File: src/rtl/ara_inval_broadcaster.sv
// rtl/ara_inval_broadcaster.sv - AW queue that broadcasts per-line L1 invalidations to scalar cores before forwarding
module ara_inval_broadcaster #(
  parameter int unsigned NrCores     = 4,
  parameter int unsigned AddrWidth   = 64,
  parameter int unsigned L1LineBytes = 16,
  parameter int unsigned FifoDepth   = 4,
  parameter int unsigned MetaWidth   = 32
) (
  input  logic                 clk_i,
  input  logic                 rst_i,
  input  logic [NrCores-1:0]   en_i,
  input  logic                 aw_valid_i,
  output logic                 aw_ready_o,
  input  logic [AddrWidth-1:0] aw_addr_i,
  input  logic [7:0]           aw_len_i,
  input  logic [2:0]           aw_size_i,
  input  logic [1:0]           aw_burst_i,
  input  logic [MetaWidth-1:0] aw_meta_i,
  output logic                 aw_valid_o,
  input  logic                 aw_ready_i,
  output logic [AddrWidth-1:0] aw_addr_o,
  output logic [7:0]           aw_len_o,
  output logic [2:0]           aw_size_o,
  output logic [1:0]           aw_burst_o,
  output logic [MetaWidth-1:0] aw_meta_o,
  output logic [AddrWidth-1:0] inval_addr_o,
  output logic [NrCores-1:0]   inval_valid_o,
  input  logic [NrCores-1:0]   inval_ready_i,
  output logic                 busy_o
);

  localparam int unsigned PtrW = $clog2(FifoDepth);
  localparam logic [AddrWidth-1:0] LineMask = ~AddrWidth'(L1LineBytes - 1);
  localparam logic [AddrWidth-1:0] LineStep = AddrWidth'(L1LineBytes);

  typedef struct packed {
    logic [AddrWidth-1:0] addr;
    logic [7:0]           len;
    logic [2:0]           size;
    logic [1:0]           burst;
    logic [MetaWidth-1:0] meta;
  } aw_req_t;

  typedef enum logic [1:0] {ST_IDLE, ST_INVAL, ST_FWD} state_e;

  aw_req_t              fifo_mem [FifoDepth];
  aw_req_t              req_in;
  aw_req_t              head;
  logic [PtrW-1:0]      wr_ptr_q, rd_ptr_q;
  logic [PtrW:0]        count_q;
  logic                 fifo_full, fifo_empty, push, pop;

  state_e               state_q;
  logic [NrCores-1:0]   mask_q;
  logic [NrCores-1:0]   inval_valid_q;
  logic                 aw_valid_q;
  logic [AddrWidth-1:0] cur_q, last_q;

  logic [15:0]          total, beat, span;
  logic [AddrWidth-1:0] lo, first_line, last_line;
  logic [AddrWidth:0]   hi;

  assign req_in     = '{addr: aw_addr_i, len: aw_len_i, size: aw_size_i, burst: aw_burst_i, meta: aw_meta_i};
  assign head       = fifo_mem[rd_ptr_q];
  assign fifo_full  = (count_q == (PtrW+1)'(FifoDepth));
  assign fifo_empty = (count_q == '0);
  assign aw_ready_o = !fifo_full;
  assign push       = aw_valid_i && !fifo_full;
  assign pop        = aw_valid_q && aw_ready_i;

  assign aw_valid_o    = aw_valid_q;
  assign aw_addr_o     = head.addr;
  assign aw_len_o      = head.len;
  assign aw_size_o     = head.size;
  assign aw_burst_o    = head.burst;
  assign aw_meta_o     = head.meta;
  assign inval_addr_o  = cur_q;
  assign inval_valid_o = inval_valid_q;
  assign busy_o        = !fifo_empty || (state_q != ST_IDLE);

  // Queue storage: written on push, no reset needed since occupancy gates reads
  always_ff @(posedge clk_i) begin
    if (push) fifo_mem[wr_ptr_q] <= req_in;
  end

  // Queue pointers and occupancy; simultaneous push and pop keep the count
  always_ff @(posedge clk_i) begin
    if (rst_i) begin
      wr_ptr_q <= '0;
      rd_ptr_q <= '0;
      count_q  <= '0;
    end else begin
      if (push) wr_ptr_q <= wr_ptr_q + PtrW'(1);
      if (pop)  rd_ptr_q <= rd_ptr_q + PtrW'(1);
      if (push && !pop)      count_q <= count_q + (PtrW+1)'(1);
      else if (!push && pop) count_q <= count_q - (PtrW+1)'(1);
    end
  end

  // Byte range touched by the head burst, reduced to first and last cache line
  always_comb begin
    total = ({8'd0, head.len} + 16'd1) << head.size;
    beat  = 16'd1 << head.size;
    lo    = head.addr;
    span  = total;
    case (head.burst)
      2'b00:   span = beat;
      2'b10:   lo   = head.addr & ~(AddrWidth'(total) - AddrWidth'(1));
      default: ;
    endcase
    hi         = {1'b0, lo} + (AddrWidth+1)'(span) - (AddrWidth+1)'(1);
    first_line = lo & LineMask;
    // Saturate at the top line instead of wrapping past the end of the address space
    last_line  = hi[AddrWidth] ? LineMask : (hi[AddrWidth-1:0] & LineMask);
  end

  // Sequencer: latch head, walk lines with per-core handshakes, then forward the AW
  always_ff @(posedge clk_i) begin
    if (rst_i) begin
      state_q       <= ST_IDLE;
      mask_q        <= '0;
      inval_valid_q <= '0;
      aw_valid_q    <= 1'b0;
      cur_q         <= '0;
      last_q        <= '0;
    end else begin
      unique case (state_q)
        ST_IDLE: begin
          if (!fifo_empty) begin
            mask_q <= en_i;
            cur_q  <= first_line;
            last_q <= last_line;
            if (en_i == '0) begin
              state_q    <= ST_FWD;
              aw_valid_q <= 1'b1;
            end else begin
              state_q       <= ST_INVAL;
              inval_valid_q <= en_i;
            end
          end
        end
        ST_INVAL: begin
          if ((inval_valid_q & ~inval_ready_i) == '0) begin
            if (cur_q == last_q) begin
              state_q       <= ST_FWD;
              aw_valid_q    <= 1'b1;
              inval_valid_q <= '0;
            end else begin
              cur_q         <= cur_q + LineStep;
              inval_valid_q <= mask_q;
            end
          end else begin
            inval_valid_q <= inval_valid_q & ~inval_ready_i;
          end
        end
        ST_FWD: begin
          if (aw_ready_i) begin
            state_q    <= ST_IDLE;
            aw_valid_q <= 1'b0;
          end
        end
        default: state_q <= ST_IDLE;
      endcase
    end
  end

endmodule
File: config.mk
export PLATFORM = sky130hd
export DESIGN_NAME = ara_inval_broadcaster
export DESIGN_NICKNAME = d
export VERILOG_FILES = /design/src/rtl/ara_inval_broadcaster.sv
export SDC_FILE = /design/constraint.sdc
export NUM_CORES = 1
export LEC_CHECK = 0
export CAP_MARGIN = 5
export CORE_ASPECT_RATIO = 0.6
export CORE_UTILIZATION = 62
export CTS_CLUSTER_SIZE = 25
export DETAILED_ROUTE_END_ITERATION = 12
export HOLD_SLACK_MARGIN = 0.02
export PLACE_DENSITY = 0.86
export SLEW_MARGIN = 20
export SYNTH_ARGS = -nofsm -noshare
export SYNTH_HDL_FRONTEND = slang
export SYNTH_SLANG_ARGS = --single-unit
File: constraint.sdc
create_clock -name clk_i -period 13.15 [get_ports clk_i]
set_input_delay 2.63 -clock clk_i [delete_from_list [all_inputs] [get_ports clk_i]]
set_output_delay 2.63 -clock clk_i [all_outputs]
set_load 0.1 [all_outputs]
==> results by group <==
Run status
  • Outcome: finished, final reports clean

Clock network
  • Latest clock arrival within the worst-skew pair: 0.61 ns
  • Clock transition at the register clock pins on the worst setup and hold paths after CTS: 0.06 ns
  • Clock root buffer: clkbuf_16
  • Sink Count: 576
  • TritonCTS clock tree: built
  • CTS-repair resized insts: 0
  • Number of buffers added by the clock tree synthesis step: 50
  • Number of buffers inserted by post-CTS setup repair: 0
  • Maximum level of the CTS H-tree: 2
  • CTS hold repair buffers: 0
  • Buffer levels on the longest clock path: 3

Floorplan
  • Top-level I/O count: 301
  • Horiz. Die Dim: 277 um
  • Number of standard-cell rows in the floorplan: 60
  • Std-Cell Core Area: 0.0448 mm2
  • Initial cell density of the core: 63.0%
  • Die outline area: 0.0464 mm2
  • Vert. Die Dim: 167 um

STA
  • Final critical-path required period: 8.62 ns
  • Ratio of final minimum period to clock period: 65.5%
  • RSZ-0062 raised after global routing: no
  • Slew of the pin with the lowest slew margin: 1.09 ns
  • Count of final hold-check violations: 0
  • Max_slew headroom: 27.4%
  • Final worst clock skew: 0.0500 ns
  • Total setup violations reported at the end of the flow: 0
  • Sum Neg Setup Slack: 0 ns
  • Final count of pins violating max slew: 0
  • Maximum clock frequency: 116 MHz

GRT
  • First-pass GRT wire length: 122 mm
  • Number of global-route vias before repair: 19897
  • Total routing usage reported by global routing: 34.9%
  • Antenna violations before repair: 3
  • Largest net degree at the start of global routing: 86
  • Total global routing overflow: 0

Flow run
  • Max-cap viol count: 0

Critical path
  • Endpoint arrival time on the critical path: 9.02 ns
  • Capture point of the worst path: last_q[7]$_SDFFE_PP0P_
  • Worst Setup Start Kind: register
  • Cells on worst reg2reg path: 25
  • Minimum setup slack among reg-to-reg paths: 4.53 ns
  • CP max stage cell: dfxtp_4
  • Bufs and invs on worst path: 4
  • Cell family contributing the most delay on the critical path: simple AND/OR/NAND/NOR gates
  • Crit path max fanout: 49
  • Delay of the slowest cell on the worst path: 0.97 ns
  • Count of cell instances traversed by the critical path: 25
  • Capturing point of the worst reg2reg path: last_q[7]$_SDFFE_PP0P_
  • Critical setup path kind: register to register
  • Category of the worst setup path capture point: register
  • Critical path required time: 13.56 ns

Yosys
  • Per-instance average area after synthesis: 12.0 um2
  • Number of distinct library cells after synthesis: 85
  • Fraction of the yosys area taken by sequential cells: 56.3%
  • Post-Synthesis Cell Area: 0.0282 mm2
  • Synth Warn #: 0
  • Flip-flop and latch count after synthesis: 576
  • Async S/R FF share, synth: 0%
  • Number of instances in the synthesized netlist: 2342
  • Top FF cell, synth: edfxtp_1
  • Count of flip-flops with a built-in enable after synthesis: 436

Route
  • Vias after detailed routing: 20896
  • Mean routed wirelength per cell: 25.6 um
  • Iteration-0 DRC count of the detailed router: 2949
  • Count of TritonRoute iterations in the first routing pass: 6
  • DRC violation count after routing: 0
  • Highest metal layer used by the detailed router: met5
  • Total met2 wirelength after detailed routing: 35.5 mm
  • Avg Vias per Cell: 6.52
  • Final wirelength: 82.0 mm
  • DR WL met3: 10.5 mm
  • Antenna-violating nets left: 0
  • Detailed-routing wirelength on met1: 34.1 mm

Placed design
  • Count of input and output buffers: 296
  • Final HPWL DP: 57.3 mm
  • Gpl congestion: 1.03

Cells and area
  • Most frequent standard cell in the layout excluding fill and tap cells: edfxtp_1
  • Layout net count: 2784
  • Most frequent cells in the layout: 436 x edfxtp_1, 295 x clkdlybuf4s50_1, 233 x nand2_1
  • Number of fill cells: 3010
  • Share of cells above drive strength 1: 9.82%
  • Area overhead of the layout relative to synthesis: 17.5%

Worst hold path
  • HP Class: register to register
==> how the worst min path moves through the flow <==
stage | start | end | slack (ns) | depth (start not counted)
after CTS | mask_q[2]$_SDFFE_PP0P_ | mask_q[2]$_SDFFE_PP0P_ | 0.47 | 2
after global routing | mask_q[3]$_SDFFE_PP0P_ | mask_q[3]$_SDFFE_PP0P_ | 0.49 | 2
after detailed placement | mask_q[2]$_SDFFE_PP0P_ | mask_q[2]$_SDFFE_PP0P_ | 0.46 | 2
after global placement | mask_q[0]$_SDFFE_PP0P_ | mask_q[0]$_SDFFE_PP0P_ | 0.45 | 2
final | mask_q[2]$_SDFFE_PP0P_ | mask_q[2]$_SDFFE_PP0P_ | 0.47 | 2
after floorplan | mask_q[0]$_SDFFE_PP0P_ | mask_q[0]$_SDFFE_PP0P_ | 0.44 | 2
==> final cells by class <==
cell class / instances / area (um2) / area share [%]
sequential: 576 / 15900 / 47.9
antenna: 1 / 2.50 / 0.00754
tap: 589 / 737 / 2.22
multi-input combinational: 1527 / 11400 / 34.4
timing repair buffer: 315 / 3100 / 9.36
inverter: 107 / 402 / 1.21
clock inverter: 28 / 328 / 0.988
clock buffer: 63 / 1300 / 3.92
==> Yosys cell counts (11+ instances only) <==
master    number  share of area (%)
a211oi_1      72                1.9
a21o_1        29               0.77
a21oi_1      141                2.5
a22oi_1       17               0.45
and3_1        27               0.60
buf_1         16               0.21
buf_2         19               0.34
clkbuf_1      89                1.2
dfxtp_1      140                9.9
edfxtp_1     436                 46
ha_1          85                3.8
inv_1        106                1.4
mux2i_1       11               0.39
mux4_2       108                8.6
nand2_1      233                3.1
nand3_1       52               0.92
nand4_1       33               0.73
nor2_1       178                2.4
nor2b_1       16               0.35
nor3_1        31               0.55
nor4_1        27               0.60
o21ai_0      128                2.3
o21bai_1      12               0.32
or3_1         13               0.29
xnor2_1       45                1.4
xor2_1        95                2.9
==> worst min-delay path, cell delays in order (launching register included) <==
cell,delay (ns)
dfxtp_1,0.31
nand2_1,0.06
a21oi_1,0.05
==> logic make-up (layout without fill, tap and decap cells) <==
group	after synthesis	after routing	synth area share, %
compound gates	503	503	11.4
xor+xnor	141	141	4.40
fa+ha+maj	86	86	3.84
buf+inv	242	513	3.52
flops	576	576	56.3
mux	125	125	9.25
other cells	1	5	0.0133
simple gates	668	668	11.2
==> flip-flops by register name, summed over array words and instances (netlist names), named ones only <==
signal and cells:
aw_valid_o 1, count_q 3, fifo_mem 436, inval_addr_o 60, inval_valid_o 4, last_q 60
mask_q 4, rd_ptr_q 2, state_q 2, wr_ptr_q 2
==> per-layer routing <==
layer | vias to the layer above | global-route usage (%)
li1 | 9235 | -
met1 | 10220 | 51.5
met2 | 1298 | 50.5
met3 | 139 | 11.1
met4 | 4 | 8.21
met5 | - | 0
==> stage by stage <==
stage                     area (um2)  std cells  util [%]  hold slack, ns  worst slack (ns)
after global placement         31500       3114      70.4           0.449              4.77
after detailed placement       31500       3114      70.4           0.460              4.68
after CTS                      33200       3205      74.0           0.469              4.68
after floorplan                28200       2345         -           0.437              6.32
final                          33200       3206      74.0           0.470              4.53
after global routing           33200       3206      74.0           0.490              3.90
Power is left out: the tool's default activity adds up to more than one toggle a clock period on the data nets, which glitch-free logic cannot reach.
